--- src/rtl/uart_pkg.sv ---
// Shared definitions for the oversampling UART receiver: state encoding,
// oversampling constants, parameter legality checks and the majority voter.
package uart_pkg;

    localparam int OVS_RATE   = 16;
    localparam int SAMPLE_MID = 8;

    typedef enum logic [2:0] {
        ST_IDLE   = 3'd0,
        ST_START  = 3'd1,
        ST_DATA   = 3'd2,
        ST_PARITY = 3'd3,
        ST_STOP   = 3'd4
    } rx_state_t;

    // 2-of-3 majority of the samples taken around mid-bit
    function automatic logic maj3(input logic a, input logic b, input logic c);
        return (a & b) | (a & c) | (b & c);
    endfunction

    // True when every configuration parameter lies in its legal range
    function automatic bit params_ok(input int clk_div, input int data_bits,
                                     input int fifo_depth, input int parity_odd);
        bit ok;
        ok = (clk_div >= 2) && (clk_div <= 4095);
        ok = ok && (data_bits >= 5) && (data_bits <= 9);
        ok = ok && (fifo_depth >= 2) && (fifo_depth <= 64);
        ok = ok && ((fifo_depth & (fifo_depth - 1)) == 0);
        ok = ok && ((parity_odd == 0) || (parity_odd == 1));
        return ok;
    endfunction

endpackage

--- src/rtl/uart_fifo.sv ---
// First-word-fall-through FIFO for received words. A push into a full FIFO
// is accepted only when a pop happens in the same cycle. Storage is not
// reset; the head output is forced to zero while the FIFO is empty.
module uart_fifo #(
    parameter int WIDTH = 8,
    parameter int DEPTH = 4
) (
    input  logic                         clk,
    input  logic                         rst,
    input  logic                         push,
    input  logic [WIDTH-1:0]             din,
    input  logic                         pop,
    output logic [WIDTH-1:0]             dout,
    output logic                         full,
    output logic                         empty,
    output logic [$clog2(DEPTH+1)-1:0]   count
);

    localparam int PTR_W = $clog2(DEPTH);
    localparam int CNT_W = $clog2(DEPTH + 1);

    logic [WIDTH-1:0] mem [DEPTH];
    logic [PTR_W-1:0] wr_ptr;
    logic [PTR_W-1:0] rd_ptr;
    logic             do_push;
    logic             do_pop;

    assign empty   = (count == '0);
    assign full    = (count == CNT_W'(DEPTH));
    assign do_pop  = pop & ~empty;
    assign do_push = push & (~full | do_pop);
    assign dout    = empty ? '0 : mem[rd_ptr];

    // Pointer and occupancy bookkeeping; pointers wrap naturally at DEPTH
    always_ff @(posedge clk or posedge rst) begin
        if (rst) begin
            wr_ptr <= '0;
            rd_ptr <= '0;
            count  <= '0;
        end else begin
            if (do_push) wr_ptr <= wr_ptr + 1'b1;
            if (do_pop)  rd_ptr <= rd_ptr + 1'b1;
            case ({do_push, do_pop})
                2'b10:   count <= count + 1'b1;
                2'b01:   count <= count - 1'b1;
                default: count <= count;
            endcase
        end
    end

    // Word storage, written only on an accepted push
    always_ff @(posedge clk) begin
        if (do_push) mem[wr_ptr] <= din;
    end

endmodule

--- src/rtl/uart_rx_ovs.sv ---
// 16x oversampling UART receiver with majority-vote bit sampling and a
// first-word-fall-through receive FIFO.
// Optional parity checking is compiled in by defining UART_RX_PARITY_EN;
// without it the PARITY state is skipped and o_parity_err stays low.
module uart_rx_ovs
    import uart_pkg::*;
#(
    parameter int CLK_DIV    = 27,
    parameter int DATA_BITS  = 8,
    parameter int FIFO_DEPTH = 4,
    parameter int PARITY_ODD = 0
) (
    input  logic                              i_clk,
    input  logic                              i_rst,
    input  logic                              i_rx,
    output logic [DATA_BITS-1:0]              o_data,
    output logic                              o_data_valid,
    input  logic                              i_data_ready,
    output logic                              o_frame_err,
    output logic                              o_parity_err,
    output logic                              o_overrun,
    output logic                              o_busy,
    output logic [$clog2(FIFO_DEPTH+1)-1:0]   o_fifo_count
);

    localparam bit PARAMS_OK = params_ok(CLK_DIV, DATA_BITS, FIFO_DEPTH, PARITY_ODD);
    localparam int DIV_W     = $clog2(CLK_DIV);
    localparam int BIT_W     = $clog2(DATA_BITS);

    generate
        if (!PARAMS_OK) begin : g_param_check
            $error("uart_rx_ovs: illegal parameter value");
        end
    endgenerate

    // synchronizer (p0, p1) and previous synchronized value (p2)
    logic                 rx_p0;
    logic                 rx_p1;
    logic                 rx_p2;

    rx_state_t            state;
    logic [DIV_W-1:0]     div_cnt;
    logic [3:0]           tick_cnt;
    logic [BIT_W-1:0]     bit_idx;
    logic                 par_bad;
    logic                 frame_err;
    logic                 parity_err;
    logic                 overrun;
    logic [1:0]           samp;
    logic [DATA_BITS-1:0] shreg;

    logic                 fall;
    logic                 tick;
    logic                 at_dec;
    logic                 at_end;
    logic                 bit_val;
    logic                 push_req;
    logic                 pop;
    logic                 fifo_full;
    logic                 fifo_empty;

    assign fall     = rx_p2 & ~rx_p1;
    assign tick     = (state != ST_IDLE) && (div_cnt == DIV_W'(CLK_DIV - 1));
    assign at_dec   = tick && (tick_cnt == 4'(SAMPLE_MID + 1));
    assign at_end   = tick && (tick_cnt == 4'(OVS_RATE - 1));
    assign bit_val  = maj3(samp[0], samp[1], rx_p1);
    assign push_req = (state == ST_STOP) && at_dec && bit_val && !par_bad;
    assign pop      = o_data_valid & i_data_ready;

    // Line synchronizer; flops idle high so reset never looks like a start edge
    always_ff @(posedge i_clk or posedge i_rst) begin
        if (i_rst) begin
            rx_p0 <= 1'b1;
            rx_p1 <= 1'b1;
            rx_p2 <= 1'b1;
        end else begin
            rx_p0 <= i_rx;
            rx_p1 <= rx_p0;
            rx_p2 <= rx_p1;
        end
    end

    // Receive state machine with tick divider, bit timing and status pulses
    always_ff @(posedge i_clk or posedge i_rst) begin
        if (i_rst) begin
            state      <= ST_IDLE;
            div_cnt    <= '0;
            tick_cnt   <= '0;
            bit_idx    <= '0;
            par_bad    <= 1'b0;
            frame_err  <= 1'b0;
            parity_err <= 1'b0;
            overrun    <= 1'b0;
        end else begin
            frame_err  <= 1'b0;
            parity_err <= 1'b0;
            overrun    <= push_req & fifo_full & ~pop;
            if (state == ST_IDLE) begin
                div_cnt  <= '0;
                tick_cnt <= '0;
                bit_idx  <= '0;
                if (fall) begin
                    state   <= ST_START;
                    par_bad <= 1'b0;
                end
            end else begin
                div_cnt <= tick ? '0 : div_cnt + 1'b1;
                if (tick) tick_cnt <= tick_cnt + 1'b1;
                case (state)
                    ST_START: begin
                        if (at_dec && bit_val) begin
                            state <= ST_IDLE;
                        end else if (at_end) begin
                            state   <= ST_DATA;
                            bit_idx <= '0;
                        end
                    end
                    ST_DATA: begin
                        if (at_end) begin
                            if (bit_idx == BIT_W'(DATA_BITS - 1)) begin
`ifdef UART_RX_PARITY_EN
                                state <= ST_PARITY;
`else
                                state <= ST_STOP;
`endif
                            end else begin
                                bit_idx <= bit_idx + 1'b1;
                            end
                        end
                    end
`ifdef UART_RX_PARITY_EN
                    ST_PARITY: begin
                        if (at_dec && ((^shreg ^ bit_val) != 1'(PARITY_ODD))) begin
                            par_bad    <= 1'b1;
                            parity_err <= 1'b1;
                        end
                        if (at_end) state <= ST_STOP;
                    end
`endif
                    ST_STOP: begin
                        if (at_dec) begin
                            if (!bit_val) frame_err <= 1'b1;
                            state <= ST_IDLE;
                        end
                    end
                    default: state <= ST_IDLE;
                endcase
            end
        end
    end

    // Mid-bit samples and data shift register (LSB received first)
    always_ff @(posedge i_clk) begin
        if (tick) begin
            if (tick_cnt == 4'(SAMPLE_MID - 1)) samp[0] <= rx_p1;
            if (tick_cnt == 4'(SAMPLE_MID))     samp[1] <= rx_p1;
            if ((state == ST_DATA) && at_dec)
                shreg <= {bit_val, shreg[DATA_BITS-1:1]};
        end
    end

    uart_fifo #(
        .WIDTH (DATA_BITS),
        .DEPTH (FIFO_DEPTH)
    ) u_fifo (
        .clk   (i_clk),
        .rst   (i_rst),
        .push  (push_req),
        .din   (shreg),
        .pop   (pop),
        .dout  (o_data),
        .full  (fifo_full),
        .empty (fifo_empty),
        .count (o_fifo_count)
    );

    assign o_data_valid = ~fifo_empty;
    assign o_frame_err  = frame_err;
`ifdef UART_RX_PARITY_EN
    assign o_parity_err = parity_err;
`else
    assign o_parity_err = 1'b0;
`endif
    assign o_overrun    = overrun;
    assign o_busy       = (state != ST_IDLE);

endmodule

--- config.mk ---
export PLATFORM = sky130hd
export DESIGN_NAME = uart_rx_ovs
export DESIGN_NICKNAME = d
export VERILOG_FILES = /design/src/rtl/uart_pkg.sv /design/src/rtl/uart_fifo.sv /design/src/rtl/uart_rx_ovs.sv
export SDC_FILE = /design/constraint.sdc
export NUM_CORES = 1
export LEC_CHECK = 0
export ABC_AREA = 1
export BUFFER_PORTS_ARGS = -buffer_cell sky130_fd_sc_hd__buf_4
export CORE_MARGIN = 2
export CORE_UTILIZATION = 44
export DETAILED_ROUTE_END_ITERATION = 7
export GPL_ROUTABILITY_DRIVEN = 1
export PLACE_DENSITY = 0.67
export SLEW_MARGIN = 30
export SYNTH_ARGS = -nofsm -noshare
export SYNTH_HDL_FRONTEND = slang
export SYNTH_SLANG_ARGS = --single-unit
--- constraint.sdc ---
create_clock -name i_clk -period 2.5 [get_ports i_clk]
set_input_delay 0.25 -clock i_clk [delete_from_list [all_inputs] [get_ports i_clk]]
set_output_delay 0.25 -clock i_clk [all_outputs]
set_load 0.01 [all_outputs]
==> flow_metrics.tcl <==
set metrics [dict create \
    root_buffer "clkbuf_8" \
    crit_end "u_fifo.count[2]" \
    grt_usage 0.166 \
    postSynthAreaPerCell_um2 11.0 \
    timing.rr.end "u_fifo.count[2]" \
    status "finished clean" \
    area_growth_pct 16.2 \
    synthMuxAreaShare 0 \
    cts_num_sinks 69 \
    reg2reg_from "div_cnt[0]" \
    yosys.area_share.simple 0.190 \
    crit_family "simple AND/OR/NAND/NOR gates" \
    max_cap_violations 0 \
    fillers 585 \
    most-common-layout-cells "nor2_1 (56), edfxtp_1 (42), inv_1 (28), nand2_1 (25), buf_4 (25)" \
    num_antenna_cells 0 \
    dp_hpwl_mm 3.75 \
    num_vias 1992 \
    setup_viol 0 \
    crit_start "div_cnt[0]" \
    ir_worst_vdd_mv 0.499 \
    cp_num_buf_inv 5 \
    grt_pass1_vias 2079 \
    stdcell_area_um2 3600 \
    start_util 0.456 \
    cts_tree "yes" \
    ys_types 34 \
    core_um2 6790 \
    gp_congestion 0.793 \
    hold_ws_ns 0.319 \
    synth_top_family_by_area "simple AND/OR/NAND/NOR gates" \
    power.density_nw_per_um2 990 \
    ys_seq_area_frac 0.626 \
    cts.repair.resized 0 \
    via_per_inst 4.80 \
    cts_setup_buffers 0 \
    hold_viol 0 \
    cp_common_cell "inv_1" \
    fin_crit_ns 2.13 \
    fin_nets 330 \
    critical-path-max-stage-delay_ns 0.41 \
    synthesis.area_um2 3100 \
    h-tree-depth 3 \
    critPathMaxFanout 7 \
    synthCells 281 \
    skew_ns 0.00954 \
    die_h_um 87.9 \
    yosys_warnings 0 \
    synth_fa_ha_area_frac 0.0508 \
    overflow 0 \
    drc 0 \
    io_buffers 18 \
    synth.net_count 297 \
    cpMaxStageDelayCell "dfrtp_1" \
    clk_path_buf_depth 2 \
    wl_mm 5.44 \
    drt_iter0_markers 126 \
    report.final.slew_viol_count 0 \
    clock_latency_ns 0.35 \
    cp.depth 15 \
    max_freq_mhz 470 \
    synth-compound-area-share 0.0646 \
    drive_gt1_frac 0.216 \
    min_period_over_period 0.852 \
    cp.arrival_ns 2.42 \
    antenna_left 0 \
    wire_per_inst_um 13.1 \
    rsz0062_at_grt "no" \
    place_area_um2 3380 \
    clkTransAtPathRegs_ns 0.08 \
    ys_ff_latch 69 \
    cts_buffers 9 \
    crit_path_end_kind "register" \
    reg2reg_slack_ns 0.37 \
    cp.required_ns 2.79 \
    antenna_found_initial 0 \
    ff2ff_path_depth 15 \
    crit_path_cell_trace "inv_1 -> ha_1 -> nand2_2 -> nor2_8 -> inv_2 -> nor2_8 -> nand4_4 -> nand2_4 -> inv_1 -> fa_1 -> inv_1 -> nand3_1 -> nand3_1 -> nand2_1 -> inv_1" \
    rows 30 \
    setup_tns_ns 0 \
    power.leakage_nw 1.50 \
    layout_commonest_cell "nor2_1" \
    synth_xor_area_frac 0.0198 \
    dr.pass1.iters 4 \
    die_area_um2 7730 \
    path_class "reg2reg" \
    num_io_pins 20 \
    critPathLaunchType "register" \
    die_w_um 87.9 \
    grt_max_degree 28 \
    grt_pass1_wl_mm 9.47 \
    hold_path_class "in2reg" \
]
==> power breakdown <==
group | switching [mW] | total [mW] | internal, mW | leakage [nW]
Clock | 0.447 | 0.911 | 0.463 | 0.0918
Sequential | 0.148 | 1.45 | 1.30 | 0.727
Combinational | 0.717 | 1.21 | 0.488 | 0.683
Total | 1.31 | 3.57 | 2.25 | 1.50
==> synthesized netlist by cell type <==
| cell type | count | area, um^2 |
|---|---|---|
| a21oi_1 | 9 | 45.0 |
| o21ai_2 | 1 | 8.76 |
| o22ai_1 | 1 | 6.26 |
| buf_2 | 2 | 10.0 |
| or2_2 | 1 | 6.26 |
| nor3_1 | 3 | 15.0 |
| dfstp_2 | 3 | 78.8 |
| inv_1 | 28 | 105 |
| nand2_1 | 25 | 93.8 |
| nand4_2 | 1 | 12.5 |
| nor3_4 | 1 | 16.3 |
| buf_4 | 1 | 7.51 |
| xor2_1 | 5 | 43.8 |
| nand3_1 | 9 | 45.0 |
| nor2_8 | 2 | 40.0 |
| fa_1 | 1 | 20.0 |
| clkbuf_1 | 2 | 7.51 |
| nand3_2 | 2 | 20.0 |
| xnor2_1 | 2 | 17.5 |
| edfxtp_1 | 42 | 1260 |
| nor2_2 | 3 | 18.8 |
| nand2_2 | 6 | 37.5 |
| conb_1 | 1 | 3.75 |
| o21ai_0 | 22 | 110 |
| inv_4 | 1 | 6.26 |
| nor2_1 | 56 | 210 |
| nand4_4 | 1 | 21.3 |
| dfrtp_1 | 24 | 601 |
| inv_2 | 3 | 11.3 |
| nand2_4 | 2 | 22.5 |
| nor2_4 | 1 | 11.3 |
| ha_1 | 11 | 138 |
| nand4_1 | 3 | 18.8 |
| o21ai_1 | 6 | 30.0 |
==> tightest hold or removal path: stages <==
cell     delay (ns)
buf_4          0.08
nand2_2        0.08
nor2_1         0.15
nor2_1         0.07
==> cell type report <==
class,instances,area (um^2),share of cell area
sequential,69,1940,0.539
clock buffer,9,124,0.0344
multi-input combinational,175,1010,0.281
clock inverter,7,75.1,0.0208
inverter,32,123,0.0340
timing repair buffer,27,208,0.0577
tap,96,120,0.0333
==> state kept, by name, summed over array words and instances, names as in the netlist <==
signal and cells:
o_frame_err 1, div_cnt 5, bit_idx 3, u_fifo.rd_ptr 2, shreg 8, rx_p2 1
rx_p1 1, samp 2, u_fifo.count 3, tick_cnt 4, state 3, u_fifo.wr_ptr 2
o_overrun 1, rx_p0 1, u_fifo.mem 32
==> per-layer routing <==
layer,track usage,up-vias,wire length (um)
met3,0.0509,9,207
met5,0,-,0
li1,-,997,-
met4,0.0741,0,79
met1,0.192,956,2350
met2,0.282,30,2810
==> worst min-delay path by stage <==
stage / from / endpoint / slack [ns] / cells after the start
after detailed placement: i_rst / u_fifo.wr_ptr[0] / 0.34 / 3
after global placement: i_rst / u_fifo.count[0] / 0.34 / 3
final: i_data_ready / u_fifo.rd_ptr[0] / 0.32 / 4
after global routing: rx_p0 / rx_p1 / 0.36 / 0
after floorplan: i_rx / rx_p0 / 0.25 / 0
after CTS: i_data_ready / u_fifo.rd_ptr[0] / 0.31 / 4
==> repair_timing <==
| item | CTS | global route |
|---|---|---|
| hold endpoints to repair | 25 | 0 |
| setup endpoints to repair | 0 | 0 |
| hold buffers | 2 | 0 |
==> cell families (layout without fill, tap and decap cells) <==
| logic type | Yosys count | after routing |
|---|---|---|
| simple gates | 116 | 116 |
| buf+inv | 37 | 75 |
| fa+ha+maj | 12 | 12 |
| xor+xnor | 7 | 7 |
| compound gates | 39 | 39 |
| flops | 69 | 69 |
| other cells | 1 | 1 |
==> per-stage QoR <==
stage	utilization	setup slack (ns)	total power, mW	cells
6_report	0.530	0.371	3.57	415
5_1_grt	0.530	0.190	3.83	415
4_1_cts	0.530	0.361	3.61	415
3_5_place_dp	0.498	0.374	2.69	397
3_3_place_gp	0.498	0.464	2.66	397
2_1_floorplan	-	0.531	2.26	281
(Power assumes the default switching activity.)
